--- config.mk ---
export PLATFORM = sky130hd
export DESIGN_NAME = mux21_rr_feeder
export DESIGN_NICKNAME = d
export VERILOG_FILES = /design/src/rtl/mux21_rr_feeder_pick.sv /design/src/rtl/mux21_rr_feeder.sv
export SDC_FILE = /design/constraint.sdc
export NUM_CORES = 1
export LEC_CHECK = 0
export BUFFER_PORTS_ARGS = -buffer_cell sky130_fd_sc_hd__buf_2
export CAP_MARGIN = 30
export CORE_MARGIN = 4
export CORE_UTILIZATION = 30
export CTS_BUF_LIST = sky130_fd_sc_hd__clkbuf_16
export CTS_CLUSTER_DIAMETER = 150
export DETAILED_ROUTE_END_ITERATION = 10
export SLEW_MARGIN = 10
export SYNTH_ARGS = -nofsm -noshare
export SYNTH_HDL_FRONTEND = slang
export SYNTH_SLANG_ARGS = --single-unit
--- constraint.sdc ---
create_clock -name clk -period 5.1 [get_ports clk]
set_clock_uncertainty 0.2 [all_clocks]
set_input_delay 0 -clock clk [delete_from_list [all_inputs] [get_ports clk]]
set_output_delay 0 -clock clk [all_outputs]
set_load 0.005 [all_outputs]
--- src/rtl/mux21_rr_feeder_pick.sv ---
// rr_pick2 -- combinational two-way round-robin winner.
//
// Ports:
//   i_v0, i_v1 : request valids from source 0 / source 1
//   i_last     : source granted in the most recent contest
//   o_win      : winning source (only meaningful when o_any=1)
//   o_any      : at least one source is requesting
module rr_pick2 (
    input  logic i_v0,
    input  logic i_v1,
    input  logic i_last,
    output logic o_win,
    output logic o_any
);

    // On contention the source not granted last time wins.
    // With a single requester, that requester wins.
    assign o_win = (i_v0 & i_v1) ? ~i_last : i_v1;
    assign o_any = i_v0 | i_v1;

endmodule

--- src/rtl/mux21_rr_feeder.sv ---
// mux21_rr_feeder -- two-input round-robin arbiter with a one-entry
// registered output stage, feeding the select of a downstream mux21.
//
// Ports:
//   clk, rst              : clock, synchronous active-high reset
//   d0/d0_valid/d0_ready  : source 0 stream (W bits)
//   d1/d1_valid/d1_ready  : source 1 stream (W bits)
//   s                     : source of the datum held on y (mux21 select)
//   y/y_valid/y_ready     : registered output stream
//   cnt0, cnt1            : saturating per-source accepted-transfer counts
module mux21_rr_feeder #(
    parameter int W     = 1,
    parameter int CW    = 8,
    parameter int FIRST = 0
) (
    input  logic          clk,
    input  logic          rst,
    input  logic [W-1:0]  d0,
    input  logic          d0_valid,
    output logic          d0_ready,
    input  logic [W-1:0]  d1,
    input  logic          d1_valid,
    output logic          d1_ready,
    output logic          s,
    output logic [W-1:0]  y,
    output logic          y_valid,
    input  logic          y_ready,
    output logic [CW-1:0] cnt0,
    output logic [CW-1:0] cnt1
);

    localparam logic [0:0] ST_EMPTY  = 1'b0;
    localparam logic [0:0] ST_FULL   = 1'b1;
    localparam logic       FIRST_SRC = (FIRST != 0);

    logic [0:0]    r_state;
    logic [W-1:0]  r_y;
    logic          r_s;
    logic          r_last;
    logic [CW-1:0] r_cnt0;
    logic [CW-1:0] r_cnt1;

    logic w_win;
    logic w_any;
    logic w_ld;
    logic w_acc;

    rr_pick2 u_pick (
        .i_v0   (d0_valid),
        .i_v1   (d1_valid),
        .i_last (r_last),
        .o_win  (w_win),
        .o_any  (w_any)
    );

    // Load when empty or when the held datum leaves this cycle, so a drain
    // and a refill can share one edge.
    assign w_ld  = (r_state == ST_EMPTY) | y_ready;
    assign w_acc = w_ld & w_any & ~rst;

    assign d0_ready = w_acc & ~w_win;
    assign d1_ready = w_acc &  w_win;

    assign y       = r_y;
    assign s       = r_s;
    assign y_valid = (r_state == ST_FULL);
    assign cnt0    = r_cnt0;
    assign cnt1    = r_cnt1;

    always_ff @(posedge clk) begin
        if (rst) begin
            r_state <= ST_EMPTY;
            r_y     <= '0;
            r_s     <= 1'b0;
            // Pointer records the "last" winner, so the opposite of FIRST
            // makes FIRST win the first contest.
            r_last  <= ~FIRST_SRC;
            r_cnt0  <= '0;
            r_cnt1  <= '0;
        end else if (w_acc) begin
            r_state <= ST_FULL;
            r_y     <= w_win ? d1 : d0;
            r_s     <= w_win;
            r_last  <= w_win;
            if (!w_win && (r_cnt0 != {CW{1'b1}}))
                r_cnt0 <= r_cnt0 + CW'(1);
            if (w_win && (r_cnt1 != {CW{1'b1}}))
                r_cnt1 <= r_cnt1 + CW'(1);
        end else if (y_ready) begin
            // Drained with nothing to refill; y and s keep their values.
            r_state <= ST_EMPTY;
        end
    end

endmodule

==> results of run 1 <==
-- logic make-up after synthesis --
family,after synthesis,share of synthesized area
compound gates,33,0.230
buf+inv,12,0.0591
flops,20,0.411
simple gates,42,0.252
fa+ha+maj,2,0.0257
mux,2,0.0219
-- cell type report --
cell class / count / area [sq um]
clock inverter: 1 / 30.0
fill: 300 / 1760
tap: 44 / 55.1
sequential: 20 / 400
inverter: 8 / 30.0
timing repair buffer: 35 / 215
multi-input combinational: 79 / 515
clock buffer: 3 / 75.1
-- cells in the mapped netlist --
cell	n	area [sq um]
sky130_fd_sc_hd__nor3_1	3	15.0
sky130_fd_sc_hd__a41oi_1	1	8.76
sky130_fd_sc_hd__nor2b_1	1	6.26
sky130_fd_sc_hd__a21oi_2	1	8.76
sky130_fd_sc_hd__nand4_1	2	12.5
sky130_fd_sc_hd__or3_1	2	12.5
sky130_fd_sc_hd__o311ai_0	4	35.0
sky130_fd_sc_hd__a31o_2	1	8.76
sky130_fd_sc_hd__mux2_2	1	11.3
sky130_fd_sc_hd__a21oi_1	11	55.1
sky130_fd_sc_hd__a222oi_1	1	10.0
sky130_fd_sc_hd__buf_2	1	5.00
sky130_fd_sc_hd__o41ai_1	4	35.0
sky130_fd_sc_hd__a41o_1	1	10.0
sky130_fd_sc_hd__inv_1	5	18.8
sky130_fd_sc_hd__nand2_1	6	22.5
sky130_fd_sc_hd__or4_1	4	30.0
sky130_fd_sc_hd__nand3_2	1	10.0
sky130_fd_sc_hd__o21ai_0	6	30.0
sky130_fd_sc_hd__dfxtp_1	20	400
sky130_fd_sc_hd__nand4_2	1	12.5
sky130_fd_sc_hd__and4_1	1	8.76
sky130_fd_sc_hd__nor4_1	1	6.26
sky130_fd_sc_hd__nor2_1	6	22.5
sky130_fd_sc_hd__o31ai_1	3	22.5
sky130_fd_sc_hd__clkbuf_1	1	3.75
sky130_fd_sc_hd__inv_2	3	11.3
sky130_fd_sc_hd__mux2i_1	1	10.0
sky130_fd_sc_hd__buf_4	1	7.51
sky130_fd_sc_hd__nand3_1	8	40.0
sky130_fd_sc_hd__nor4_2	1	12.5
sky130_fd_sc_hd__nand3b_1	2	15.0
sky130_fd_sc_hd__ha_1	2	25.0
sky130_fd_sc_hd__nand2b_1	2	12.5
sky130_fd_sc_hd__buf_6	1	11.3
sky130_fd_sc_hd__and3_1	1	6.26
-- registers in the layout (all words and copies together), names as in the netlist --
register	count
r_last	1
cnt0	8
y	1
cnt1	8
y_valid	1
s	1
-- per-layer routing --
| layer | share of wire | global-route usage |
|---|---|---|
| met3 | 0.037 | 0.0243 |
| met5 | 0 | 0 |
| met2 | 0.48 | 0.203 |
| met1 | 0.46 | 0.143 |
| met4 | 0.018 | 0.0475 |
-- power groups by stage --
stage | Clock, mW | Combinational, mW | Sequential (mW)
6_report | 0.215 | 0.0294 | 0.163
5_1_grt | 0.224 | 0.0325 | 0.164
4_1_cts | 0.218 | 0.0294 | 0.163
3_5_place_dp | 0 | 0.0243 | 0.167
3_3_place_gp | 0 | 0.0239 | 0.166
2_1_floorplan | 0 | 0.0155 | 0.166
-- what timing repair did --
action | in CTS | in global routing
hold endpoints to repair | 12 | 0
hold buffers | 8 | 0
endpoints found under the setup margin | 0 | 0
gates resized for setup | 0 | 0
-- worst max-delay path: stages --
cell                            delay, ns
sky130_fd_sc_hd__dlygate4sd3_1       0.51
sky130_fd_sc_hd__buf_2               0.31
sky130_fd_sc_hd__inv_2               0.15
sky130_fd_sc_hd__nand4_2             0.25
sky130_fd_sc_hd__inv_2               0.11
sky130_fd_sc_hd__a222oi_1            0.32
sky130_fd_sc_hd__dlygate4sd3_1       0.58
sky130_fd_sc_hd__nor2_1              0.04
sky130_fd_sc_hd__dlygate4sd3_1       0.56
-- path summary, 6_finish.rpt --
check / from / end / cells after the start
max: rst / y / 9
max reg2reg: y_valid / y / 7
min: y_ready / r_last / 4
min reg2reg: cnt1[6] / cnt1[6] / 2
==> impl_results.html, run 1 <==
<table>
<tr><th>Metric</th><th>Value</th></tr>
<tr><th colspan="2">Outcome</th></tr>
<tr><td>Status</td><td>finished clean</td></tr>
<tr><th colspan="2">STA</th></tr>
<tr><td>Total negative slack for setup checks</td><td>0 ns</td></tr>
<tr><td>Post-route fraction of the period consumed by the critical path</td><td>0.570</td></tr>
<tr><td>Setup violators final</td><td>0</td></tr>
<tr><td>Minimum period implied by the final worst setup slack</td><td>2.91 ns</td></tr>
<tr><td>Least-Margin Pin Slew</td><td>0.484 ns</td></tr>
<tr><td>Unrepaired setup endpoints after global routing</td><td>false</td></tr>
<tr><td>Setup slack of the critical path after layout</td><td>~2.2 ns</td></tr>
<tr><td>Max Clk Rate</td><td>344 MHz</td></tr>
<tr><td>Total count of max-transition violations in the final report</td><td>0</td></tr>
<tr><td>Max-slew headroom</td><td>0.677</td></tr>
<tr><td>Total count of hold-check failures in the final report</td><td>0</td></tr>
<tr><td>Final Hold Slack</td><td>roughly 0.12 ns</td></tr>
<tr><th colspan="2">Global routing</th></tr>
<tr><td>Total congestion overflow</td><td>0</td></tr>
<tr><td>Global-route wire length before repair</td><td>3.98 mm</td></tr>
<tr><td>Number of antenna violations at the first check in global routing</td><td>0</td></tr>
<tr><td>Maximum number of pins on one net before global-route repair</td><td>17</td></tr>
<tr><td>Number of global-route vias before repair</td><td>871</td></tr>
<tr><td>Global-route total usage across every layer</td><td>0.118</td></tr>
<tr><th colspan="2">Cells and area</th></tr>
<tr><td>Commonest non-fill, non-tap cell in the layout</td><td>sky130_fd_sc_hd__buf_2</td></tr>
<tr><td>Final design utilization</td><td>0.429</td></tr>
<tr><td>Number of antenna diodes</td><td>0</td></tr>
<tr><td>Cell area after layout</td><td>1320 sq um</td></tr>
<tr><td>Proportion of layout cells with a drive suffix above 1</td><td>0.274</td></tr>
<tr><td>Synthesis-to-layout area growth</td><td>35.7%</td></tr>
<tr><td>Most used cells in the layout excluding fill and tap cells</td><td>27 x sky130_fd_sc_hd__buf_2, 20 x sky130_fd_sc_hd__dfxtp_1, 11 x sky130_fd_sc_hd__a21oi_1, 8 x sky130_fd_sc_hd__nand3_1, 8 x sky130_fd_sc_hd__dlygate4sd3_1</td></tr>
<tr><td>Final-stage net count</td><td>156</td></tr>
<tr><td>Fin cells</td><td>190</td></tr>
<tr><th colspan="2">Clock network</th></tr>
<tr><td>Longest Clk Path Bufs</td><td>2</td></tr>
<tr><td>Number of buffers inserted by post-CTS setup repair</td><td>0</td></tr>
<tr><td>Clock tree from TritonCTS</td><td>yes</td></tr>
<tr><td>Number of clock buffers inserted by TritonCTS</td><td>3</td></tr>
<tr><td>Insertion delay of the later-clocked pin in the worst-skew pair</td><td>between 0.2 and 0.3 ns</td></tr>
<tr><td>Clock-pin slew on the worst setup and hold paths</td><td>0.06 ns</td></tr>
<tr><td>Number of H-tree levels</td><td>1</td></tr>
<tr><td>Number of sinks handled by clock tree synthesis</td><td>20</td></tr>
<tr><td>Root Buffer</td><td>sky130_fd_sc_hd__clkbuf_16</td></tr>
<tr><th colspan="2">Power and ir drop</th></tr>
<tr><td>Total leakage power</td><td>0.531 nW</td></tr>
<tr><td>Gate power share</td><td>0.072</td></tr>
<tr><td>Net switching power of the design</td><td>0.0780 mW</td></tr>
<tr><td>Worst IR drop on VDD</td><td>approximately 0.095 mV</td></tr>
<tr><td>Power density cells</td><td>between 300 and 400 nW/um^2</td></tr>
<tr><td>Power share of the clock group</td><td>0.527</td></tr>
<tr><td>Internal Power</td><td>0.329 mW</td></tr>
<tr><td>Share of total power in sequential cells</td><td>0.400</td></tr>
<tr><td>Sw Share</td><td>0.191</td></tr>
<tr><td>Tot Pwr</td><td>0.407 mW</td></tr>
<tr><th colspan="2">Critical path</th></tr>
<tr><td>Top fanout value on the critical path</td><td>16</td></tr>
<tr><td>Critical Setup Path Class</td><td>primary input to register</td></tr>
<tr><td>Critical Path Sink Type</td><td>register</td></tr>
<tr><td>Worst R2R Setup Slack</td><td>2.42 ns</td></tr>
<tr><td>Startpoint class of the critical path</td><td>primary input</td></tr>
<tr><td>Data required time at the worst endpoint</td><td>5.04 ns</td></tr>
<tr><td>Arrival time reported for the critical path endpoint</td><td>2.84 ns</td></tr>
<tr><th colspan="2">Synth</th></tr>
<tr><td>Post-synthesis cell area</td><td>between 900 and 1000 sq um</td></tr>
<tr><td>Gate count after technology mapping</td><td>111</td></tr>
<tr><td>Portion of the post-synthesis area used by sequential elements</td><td>0.411</td></tr>
<tr><td>Synthesized flop and latch total</td><td>20</td></tr>
<tr><td>Syn Area/Cell</td><td>8.77 sq um</td></tr>
<tr><td>Post-Syn Nets</td><td>120</td></tr>
<tr><td>Synth Warn #</td><td>0</td></tr>
<tr><td>Number of distinct standard cells referenced by the synthesized netlist</td><td>36</td></tr>
<tr><th colspan="2">Flow run</th></tr>
<tr><td>Max_cap viols</td><td>0</td></tr>
<tr><th colspan="2">Placement</th></tr>
<tr><td>Pre-CTS WS</td><td>approximately 3.2 ns</td></tr>
<tr><td>Instance area at placement</td><td>1140 sq um</td></tr>
<tr><td>Half-perimeter wire length after placement</td><td>1.68 mm</td></tr>
<tr><td>Number of placed instances with taps included</td><td>178</td></tr>
<tr><td>Port Buffer Count</td><td>27</td></tr>
<tr><td>Final estimated routing congestion in global placement</td><td>just under 0.8</td></tr>
<tr><th colspan="2">Routing</th></tr>
<tr><td>Initial DRC Count</td><td>33</td></tr>
<tr><td>Total Routed Length</td><td>around 2.4 mm</td></tr>
<tr><td>Count of vias placed by the detailed router</td><td>979</td></tr>
<tr><td>DRC violation count after routing</td><td>0</td></tr>
<tr><td>Average routed wire per standard cell</td><td>12.7 um</td></tr>
<tr><td>First-pass detailed-route iteration total</td><td>4</td></tr>
<tr><td>Vias per cell</td><td>approximately 5</td></tr>
<tr><td>Antenna-violating nets left</td><td>0</td></tr>
<tr><th colspan="2">Hold path</th></tr>
<tr><td>Worst min path class</td><td>primary input to register</td></tr>
<tr><th colspan="2">Floorplanning</th></tr>
<tr><td>Standard-cell row count</td><td>20</td></tr>
<tr><td>Die extent in y</td><td>65.0 um</td></tr>
<tr><td>Starting density of the core</td><td>0.316</td></tr>
<tr><td>Die area</td><td>4220 sq um</td></tr>
<tr><td>IO Count</td><td>28</td></tr>
<tr><td>Die outline width</td><td>65.0 um</td></tr>
<tr><td>Placeable core region</td><td>roughly 3000 sq um</td></tr>
</table>
(Power assumes the default switching activity.)
==> run 2, diff against run 1 <==
Clock period 5.1 ns to 2.9 ns, I/O delays scaled along.
==> impl_results.html, run 2 (synthesized netlist as in run 1, its figures left out) <==
<table>
<tr><th>Metric</th><th>Value</th></tr>
<tr><th colspan="2">Routing</th></tr>
<tr><td>First-pass detailed-route iteration total</td><td>4</td></tr>
<tr><td>Initial DRC Count</td><td>56</td></tr>
<tr><td>Count of vias placed by the detailed router</td><td>984</td></tr>
<tr><td>Total Routed Length</td><td>2.53 mm</td></tr>
<tr><td>Average routed wire per standard cell</td><td>~13 um</td></tr>
<tr><td>Vias per cell</td><td>between 5 and 6</td></tr>
<tr><td>Antenna-violating nets left</td><td>0</td></tr>
<tr><td>DRC violation count after routing</td><td>0</td></tr>
<tr><th colspan="2">Critical path</th></tr>
<tr><td>Critical Path Sink Type</td><td>register</td></tr>
<tr><td>Dominant delay contributor by cell family on the critical path</td><td>buffers and inverters</td></tr>
<tr><td>Most Frequent Cell on Critical Path</td><td>sky130_fd_sc_hd__dlygate4sd3_1</td></tr>
<tr><td>Critical Path Stages</td><td>9</td></tr>
<tr><td>Arrival time reported for the critical path endpoint</td><td>2.66 ns</td></tr>
<tr><td>Critical path cell sequence</td><td>dlygate4sd3_1 -&gt; buf_2 -&gt; inv_2 -&gt; nand4_4 -&gt; inv_2 -&gt; a222oi_1 -&gt; dlygate4sd3_1 -&gt; nor2_1 -&gt; dlygate4sd3_1</td></tr>
<tr><td>Startpoint class of the critical path</td><td>primary input</td></tr>
<tr><td>Critical Setup Path Class</td><td>primary input to register</td></tr>
<tr><td>Max stage delay cell, worst path</td><td>sky130_fd_sc_hd__dlygate4sd3_1</td></tr>
<tr><td>Maximum single-stage delay on the critical path</td><td>0.60 ns</td></tr>
<tr><td>Top fanout value on the critical path</td><td>12</td></tr>
<tr><td>Data required time at the worst endpoint</td><td>between 2 and 3 ns</td></tr>
<tr><td>Count of buffer and inverter cells on the critical path</td><td>6</td></tr>
<tr><td>R2R depth</td><td>7</td></tr>
<tr><th colspan="2">Power and ir drop</th></tr>
<tr><td>Worst IR drop on VDD</td><td>0.214 mV</td></tr>
<tr><td>Power density cells</td><td>540 nW/um^2</td></tr>
<tr><td>Tot Pwr</td><td>around 0.72 mW</td></tr>
<tr><td>Total leakage power</td><td>0.537 nW</td></tr>
<tr><th colspan="2">STA</th></tr>
<tr><td>Final Hold Slack</td><td>0.191 ns</td></tr>
<tr><td>Total count of max-transition violations in the final report</td><td>0</td></tr>
<tr><td>Total count of hold-check failures in the final report</td><td>0</td></tr>
<tr><td>Total negative slack for setup checks</td><td>0 ns</td></tr>
<tr><td>Unrepaired setup endpoints after global routing</td><td>false</td></tr>
<tr><td>Max-slew headroom</td><td>0.673</td></tr>
<tr><td>Max Clk Rate</td><td>368 MHz</td></tr>
<tr><td>Least-Margin Pin Slew</td><td>around 0.49 ns</td></tr>
<tr><td>Minimum period implied by the final worst setup slack</td><td>2.72 ns</td></tr>
<tr><td>Setup slack of the critical path after layout</td><td>0.182 ns</td></tr>
<tr><td>Setup violators final</td><td>0</td></tr>
<tr><td>Post-route fraction of the period consumed by the critical path</td><td>0.937</td></tr>
<tr><th colspan="2">Placement</th></tr>
<tr><td>Final estimated routing congestion in global placement</td><td>0.773</td></tr>
<tr><td>Pre-CTS WS</td><td>1.04 ns</td></tr>
<tr><td>Port Buffer Count</td><td>27</td></tr>
<tr><td>Half-perimeter wire length after placement</td><td>between 1.5 and 2 mm</td></tr>
<tr><th colspan="2">Clock network</th></tr>
<tr><td>Number of sinks handled by clock tree synthesis</td><td>20</td></tr>
<tr><td>Longest Clk Path Bufs</td><td>2</td></tr>
<tr><td>Insertion delay of the later-clocked pin in the worst-skew pair</td><td>0.25 ns</td></tr>
<tr><td>Number of buffers inserted by post-CTS setup repair</td><td>0</td></tr>
<tr><td>Clock tree from TritonCTS</td><td>yes</td></tr>
<tr><td>Root Buffer</td><td>sky130_fd_sc_hd__clkbuf_16</td></tr>
<tr><td>Number of H-tree levels</td><td>1</td></tr>
<tr><td>Clock-pin slew on the worst setup and hold paths</td><td>0.06 ns</td></tr>
<tr><td>Number of clock buffers inserted by TritonCTS</td><td>3</td></tr>
<tr><th colspan="2">Global routing</th></tr>
<tr><td>Number of global-route vias before repair</td><td>881</td></tr>
<tr><td>Number of antenna violations at the first check in global routing</td><td>0</td></tr>
<tr><td>Global-route wire length before repair</td><td>4.21 mm</td></tr>
<tr><td>Maximum number of pins on one net before global-route repair</td><td>15</td></tr>
<tr><td>Global-route total usage across every layer</td><td>0.125</td></tr>
<tr><td>Total congestion overflow</td><td>0</td></tr>
<tr><th colspan="2">Hold path</th></tr>
<tr><td>Worst min path class</td><td>primary input to register</td></tr>
<tr><td>Worst hold path cell count</td><td>4</td></tr>
<tr><th colspan="2">Cells and area</th></tr>
<tr><td>Synthesis-to-layout area growth</td><td>37.7%</td></tr>
<tr><td>Proportion of layout cells with a drive suffix above 1</td><td>0.272</td></tr>
<tr><td>Total of fill cells in the finished design</td><td>312</td></tr>
<tr><td>Number of antenna diodes</td><td>0</td></tr>
<tr><td>Final design utilization</td><td>0.435</td></tr>
<tr><td>Most used cells in the layout excluding fill and tap cells</td><td>27 x sky130_fd_sc_hd__buf_2, 20 x sky130_fd_sc_hd__dfxtp_1, 11 x sky130_fd_sc_hd__a21oi_1, 9 x sky130_fd_sc_hd__dlygate4sd3_1, 8 x sky130_fd_sc_hd__nand3_1</td></tr>
<tr><td>Final-stage net count</td><td>157</td></tr>
<tr><td>Commonest non-fill, non-tap cell in the layout</td><td>sky130_fd_sc_hd__buf_2</td></tr>
<tr><th colspan="2">Floorplanning</th></tr>
<tr><td>Die extent in y</td><td>65.0 um</td></tr>
<tr><td>Starting density of the core</td><td>0.316</td></tr>
<tr><td>Standard-cell row count</td><td>20</td></tr>
<tr><td>IO Count</td><td>28</td></tr>
<tr><td>Placeable core region</td><td>3080 sq um</td></tr>
<tr><td>Die area</td><td>4220 sq um</td></tr>
<tr><td>Die outline width</td><td>65.0 um</td></tr>
<tr><th colspan="2">Outcome</th></tr>
<tr><td>Status</td><td>finished clean</td></tr>
<tr><th colspan="2">Flow run</th></tr>
<tr><td>Max_cap viols</td><td>0</td></tr>
</table>
[run 2: changes by cell type in the layout (fill, tap and decap cells not counted)]
cell | before | now
sky130_fd_sc_hd__nand4_2 | 1 | 0
sky130_fd_sc_hd__dlygate4sd3_1 | 8 | 9
sky130_fd_sc_hd__nand4_4 | 0 | 1
[run 2: routing by layer]
layer	global-route usage	wire [um]
met1	0.162	1190
met2	0.206	1220
met3	0.0260	85
met4	0.0396	37
met5	0	0
[run 2: worst paths after layout]
| check | startpoint | end | slack (ns) |
|---|---|---|---|
| max | rst | y | 0.18 |
| min | y_ready | r_last | 0.19 |
| max reg2reg | y_valid | y | 0.21 |
| min reg2reg | s | s | 0.30 |
[run 2: worst min-delay path, delay by kind of cell]
kind                   cells  cell delay, ns
buffers and inverters      1            0.07
AO/OA/AOI/OAI              2            0.29
AND/OR/NAND/NOR            1            0.25
[run 2: cell type report]
| type | instances | area (sq um) | share of cell area |
|---|---|---|---|
| clock inverter | 1 | 30.0 | 0.0224 |
| tap | 44 | 55.1 | 0.0411 |
| multi-input combinational | 79 | 524 | 0.391 |
| timing repair buffer | 36 | 225 | 0.168 |
| sequential | 20 | 400 | 0.299 |
| clock buffer | 3 | 75.1 | 0.0560 |
| inverter | 8 | 30.0 | 0.0224 |
[run 2: what timing repair did]
action | 4_1_cts | 5_1_grt
hold buffers | 9 | 0
gates resized for setup | 0 | 1
hold endpoints to repair | 12 | 0
endpoints found under the setup margin | 0 | 1
[run 2: where the power goes]
part           switching, mW  internal, mW  leakage, nW
Sequential           0.00579         0.281        0.162
Combinational         0.0296        0.0259        0.323
Clock                  0.108         0.274       0.0511
[run 2: metrics by stage]
step / cell area (sq um) / std cells
floorplan: 973 / 111
global placement: 1140 / 178
detailed placement: 1140 / 178
CTS: 1330 / 191
global route: 1340 / 191
finish: 1340 / 191
